--- src/rtl/seq_detect_prog.sv ---
// Runtime-programmable serial pattern detector with overlap control,
// input qualification, sticky config-error flag and saturating match counter.
module seq_detect_prog #(
  parameter int MAX_LEN = 8,
  parameter int CNT_W   = 8,
  localparam int LEN_W  = $clog2(MAX_LEN + 1)
) (
  input  logic               clk,
  input  logic               reset,
  input  logic               inp_bit,
  input  logic               inp_valid,
  input  logic               pat_load,
  input  logic [MAX_LEN-1:0] pat_value,
  input  logic [LEN_W-1:0]   pat_len,
  input  logic               overlap_en,
  input  logic               cnt_clr,
  output logic               seq_seen,
  output logic [CNT_W-1:0]   match_count,
  output logic               cfg_err
);

  localparam logic [LEN_W-1:0]   MAX_LEN_L   = LEN_W'(MAX_LEN);
  localparam logic [LEN_W-1:0]   DEF_LEN     = LEN_W'(4);
  localparam logic [MAX_LEN-1:0] DEF_PATTERN = {{(MAX_LEN-4){1'b0}}, 4'b1011};
  localparam logic [CNT_W-1:0]   CNT_MAX     = '1;

  logic [MAX_LEN-1:0] pat_q, pat_d;
  logic [LEN_W-1:0]   len_q, len_d;
  logic               ovl_q, ovl_d;
  // Only MAX_LEN-1 bits need storing: the newest bit arrives on the
  // same edge the comparison is made.
  logic [MAX_LEN-2:0] hist_q, hist_d;
  logic [LEN_W-1:0]   fill_q, fill_d;
  logic               seq_seen_q, seq_seen_d;
  logic [CNT_W-1:0]   cnt_q, cnt_d;
  logic               cfg_err_q, cfg_err_d;

  logic [MAX_LEN-1:0] len_mask;
  logic [MAX_LEN-1:0] hist_next;
  logic [LEN_W-1:0]   fill_next;
  logic               load_ok;
  logic               load_bad;
  logic               match;
  logic [CNT_W-1:0]   cnt_base;

  generate
    for (genvar gi = 0; gi < MAX_LEN; gi++) begin : g_mask
      assign len_mask[gi] = (LEN_W'(gi) < len_q);
    end
  endgenerate

  assign hist_next = {hist_q, inp_bit};
  assign fill_next = (fill_q == MAX_LEN_L) ? MAX_LEN_L : fill_q + LEN_W'(1);
  assign load_ok   = pat_load && (pat_len != '0) && (pat_len <= MAX_LEN_L);
  assign load_bad  = pat_load && !load_ok;

  always_comb begin
    pat_d      = pat_q;
    len_d      = len_q;
    ovl_d      = ovl_q;
    hist_d     = hist_q;
    fill_d     = fill_q;
    cfg_err_d  = cfg_err_q;
    match      = 1'b0;
    cnt_base   = cnt_q;
    cnt_d      = cnt_q;

    if (load_ok) begin
      pat_d  = pat_value;
      len_d  = pat_len;
      ovl_d  = overlap_en;
      hist_d = '0;
      fill_d = '0;
    end else if (inp_valid) begin
      match  = (fill_next >= len_q) &&
               (((hist_next ^ pat_q) & len_mask) == '0);
      hist_d = hist_next[MAX_LEN-2:0];
      // Non-overlap mode restarts the fill so the next match needs len fresh bits.
      fill_d = (match && !ovl_q) ? '0 : fill_next;
    end

    if (load_bad) begin
      cfg_err_d = 1'b1;
    end

    if (cnt_clr) begin
      cnt_base = '0;
    end
    cnt_d = (match && (cnt_base != CNT_MAX)) ? cnt_base + CNT_W'(1) : cnt_base;

    seq_seen_d = match;
  end

  always_ff @(posedge clk) begin
    if (reset) begin
      pat_q      <= DEF_PATTERN;
      len_q      <= DEF_LEN;
      ovl_q      <= 1'b1;
      hist_q     <= '0;
      fill_q     <= '0;
      seq_seen_q <= 1'b0;
      cnt_q      <= '0;
      cfg_err_q  <= 1'b0;
    end else begin
      pat_q      <= pat_d;
      len_q      <= len_d;
      ovl_q      <= ovl_d;
      hist_q     <= hist_d;
      fill_q     <= fill_d;
      seq_seen_q <= seq_seen_d;
      cnt_q      <= cnt_d;
      cfg_err_q  <= cfg_err_d;
    end
  end

  assign seq_seen    = seq_seen_q;
  assign match_count = cnt_q;
  assign cfg_err     = cfg_err_q;

endmodule
--- config.mk ---
export PLATFORM = sky130hd
export DESIGN_NAME = seq_detect_prog
export DESIGN_NICKNAME = d
export VERILOG_FILES = /design/src/rtl/seq_detect_prog.sv
export SDC_FILE = /design/constraint.sdc
export NUM_CORES = 1
export LEC_CHECK = 0
export BUFFER_PORTS_ARGS = -buffer_cell sky130_fd_sc_hd__buf_2
export CAP_MARGIN = 20
export CORE_MARGIN = 2
export CORE_UTILIZATION = 58
export CTS_BUF_LIST = sky130_fd_sc_hd__clkbuf_4 sky130_fd_sc_hd__clkbuf_8
export DETAILED_ROUTE_END_ITERATION = 10
export PLACE_DENSITY = 0.84
export REMOVE_ABC_BUFFERS = 1
export SLEW_MARGIN = 20
export SYNTH_ARGS = -nofsm -noshare
export SYNTH_HDL_FRONTEND = slang
export SYNTH_SLANG_ARGS = --single-unit
--- constraint.sdc ---
create_clock -name clk -period 4.7 [get_ports clk]
set_input_delay 0.94 -clock clk [delete_from_list [all_inputs] [get_ports clk]]
set_output_delay 0.94 -clock clk [all_outputs]
set_load 0.03 [all_outputs]
==> flow_summary.toml <==
[status]
run_status = "completed"

[sta]
tightest_slew_ns = 0.478
layout_min_cycle_time_ns = 3.11
fmax_ghz = 0.321
setup_tns_ns = 0
fin_crit_sh_pct = 66.2
max-slew-margin-rel_pct = 67.9
hold_viol_final = 0
fin_ws_ns = 1.59
slew_violations = 0
finClkSkew_ns = 0.0166
setup_viol = 0
rsz0062_at_grt = "no"

[logic_synthesis]
synthDistinctLibCells = 36
synth_area_leaders = "dfxtp_1, mux2i_1, ha_1"
synth_edf_count = 0
async_flop_share_pct = 0
synthMuxAreaShare_pct = 11.3
synth_area_mm2 = 0.00169
ys_ff_latch = 34
synth_compound_area_share_pct = 13.9
ys_top_cells_by_count = "dfxtp_1, mux2i_1, nor2_1, a21oi_1, nand2_1"
yosys.area_share.simple_pct = 21.8
synth_top_family_by_area = "simple AND/OR/NAND/NOR gates"
synth_top_flop_cell = "dfxtp_1"
synth_most_common_cell = "dfxtp_1"
postSynthCellCount = 189
syn_area_per_cell_um2 = 8.92
yosysWarnings = 0
synth_fa_ha_area_share_pct = 5.20
ys_seq_area_share_pct = 40.4
synth_xor_area_share_pct = 4.68
synth.top_cell.area_share_pct = 40.4
yosys.area.top_type = "dfxtp_1"

[setup_path]
cp_data_required_time_ns = 4.97
path_cells = "inv_1, ha_1, nand2_1, nand3_1, o21ai_0, ha_1, o21a_1, o22ai_1, or4_4, or3_4, or4_1, a21oi_1"
cp-startpoint = "fill_q[0]"
path_delay_family = "simple AND/OR/NAND/NOR gates"
start_kind = "flop"
path_class = "reg -> reg"
cp.buffers_inverters = 1
path_depth = 12
arrival_ns = 3.38
cpPeakStageDelay_ns = 0.53
r2r_cells = 12
r2r_slack_ns = 1.59
crit_fanout = 16
slowest_stage = "or4_1"
worst_r2r_endpoint = "match_count[5]"
crit_path_end_kind = "flop"
endpoint = "match_count[5]"
cpMostUsedCell = "ha_1"
r2r-start = "fill_q[0]"

[die]
io_pins = 29
die_w_um = 57.9
start_util_pct = 61.1
core-area_mm2 = 0.00276
die_area_mm2 = 0.00335
placementRows = 19
die_h_um = 57.9

[routing]
vias = 1493
drc_errors = 0
vias_per_cell = 5.90
drt_wl_total_mm = 3.68
wl_per_cell_um = 14.5
first_iter_violations = 87
drt_first_pass_iters = 4
ant_nets = 0

[flow_run]
cap_violations = 0

[place]
io_buffers = 28
pre_cts_slack_ns = 1.65
dp_cells = 245
globalplace.congestion = 0.828
place_area_mm2 = 0.00186
hpwlAfterDp_mm = 2.72

[worst_hold_path]
min_path_cells = 1
hold_start = "cfg_err"
hp-class = "reg -> reg"

[cts]
cts.root.buffer_cell = "clkbuf_4"
clock_sinks = 34
cts.htree.levels = 2
clockBufferDepth = 2
clk_pin_slew_ns = 0.12
cts_setup_buffers = 0
clk_latency_ns = 0.34
ctsResizeCount = 0
cts_inserted_buffers = 5
cts_tree = "done"
cts_hold_buf = 0

[power]
ir_drop_v = 0.000261
leakage_nw = 0.859
powerDensity_mw_per_mm2 = 281
p_total_mw = 0.539

[cells_and_area]
design_area_mm2 = 0.00192
drive_above_1_share_pct = 18.9
layout.cells.non_filler = 253
n_antenna_cell = 0
area_growth_syn_to_layout_pct = 13.9
fin_nets = 247

[global_route]
antenna_found_initial = 0
grt_pass1_vias = 1442
grt_overflow = 0
grt_use_total_pct = 23.4
grt_pass1_wl_mm = 6.02
grt_max_degree = 17
-- state kept, by name, indices dropped and copies added (netlist names) --
name	flops
cfg_err	1
len_q	4
pat_q	8
fill_q	4
ovl_q	1
seq_seen	1
match_count	8
hist_q	7
-- per-stage QoR --
step	util [%]	hold WS (ns)
floorplan	-	0.453
CTS	69.6	0.475
global route	69.6	0.499
global placement	67.3	0.443
finish	69.6	0.472
detailed placement	67.3	0.448
-- layout by cell type (no fill, tap or decap), drive strengths merged, types with 3 or more instances in the layout --
cell type,instances
xnor2,5
nand2,13
nor2b,4
or4,4
a32o,3
or3,5
xor2,4
a21oi,13
nor3,3
o31ai,3
clkbuf,6
nor2,19
mux2i,19
inv,8
o21ai,11
buf,29
nand3,8
nand4,3
ha,7
dfxtp,34
nor4,3
-- report_power, final --
part           switching, mW  internal [mW]  leakage (nW)  total (mW)
Combinational         0.0354         0.0278         0.548      0.0632
Sequential           0.00815          0.296         0.276       0.305
Clock                 0.0997         0.0719        0.0343       0.172
-- logic make-up after synthesis --
group | after synthesis
mux | 19
buf+inv | 12
fa+ha+maj | 7
flops | 34
xor+xnor | 9
compound gates | 38
simple gates | 70
-- how the worst min path moves through the flow --
stage,to,slack (ns)
2_1_floorplan,ovl_q,0.45
3_3_place_gp,cfg_err,0.44
3_5_place_dp,cfg_err,0.45
4_1_cts,cfg_err,0.47
5_1_grt,cfg_err,0.50
6_report,cfg_err,0.47
-- layer usage --
layer / vias to the layer above / part of all wire [%] / track usage [%]
met4: 0 / 1.8 / 12.6
met3: 9 / 4.8 / 6.25
met2: 49 / 50 / 38.6
li1: 747 / - / -
met5: - / 0 / 0
met1: 688 / 44 / 27.8
-- cell type report --
class	count	area (µm²)
inverter	8	30.0
clock inverter	2	12.5
clock buffer	6	51.3
fill	229	838
timing repair buffer	29	148
multi-input combinational	143	958
sequential	34	681
tap	31	38.8
Power figures use the tool's default switching activity.
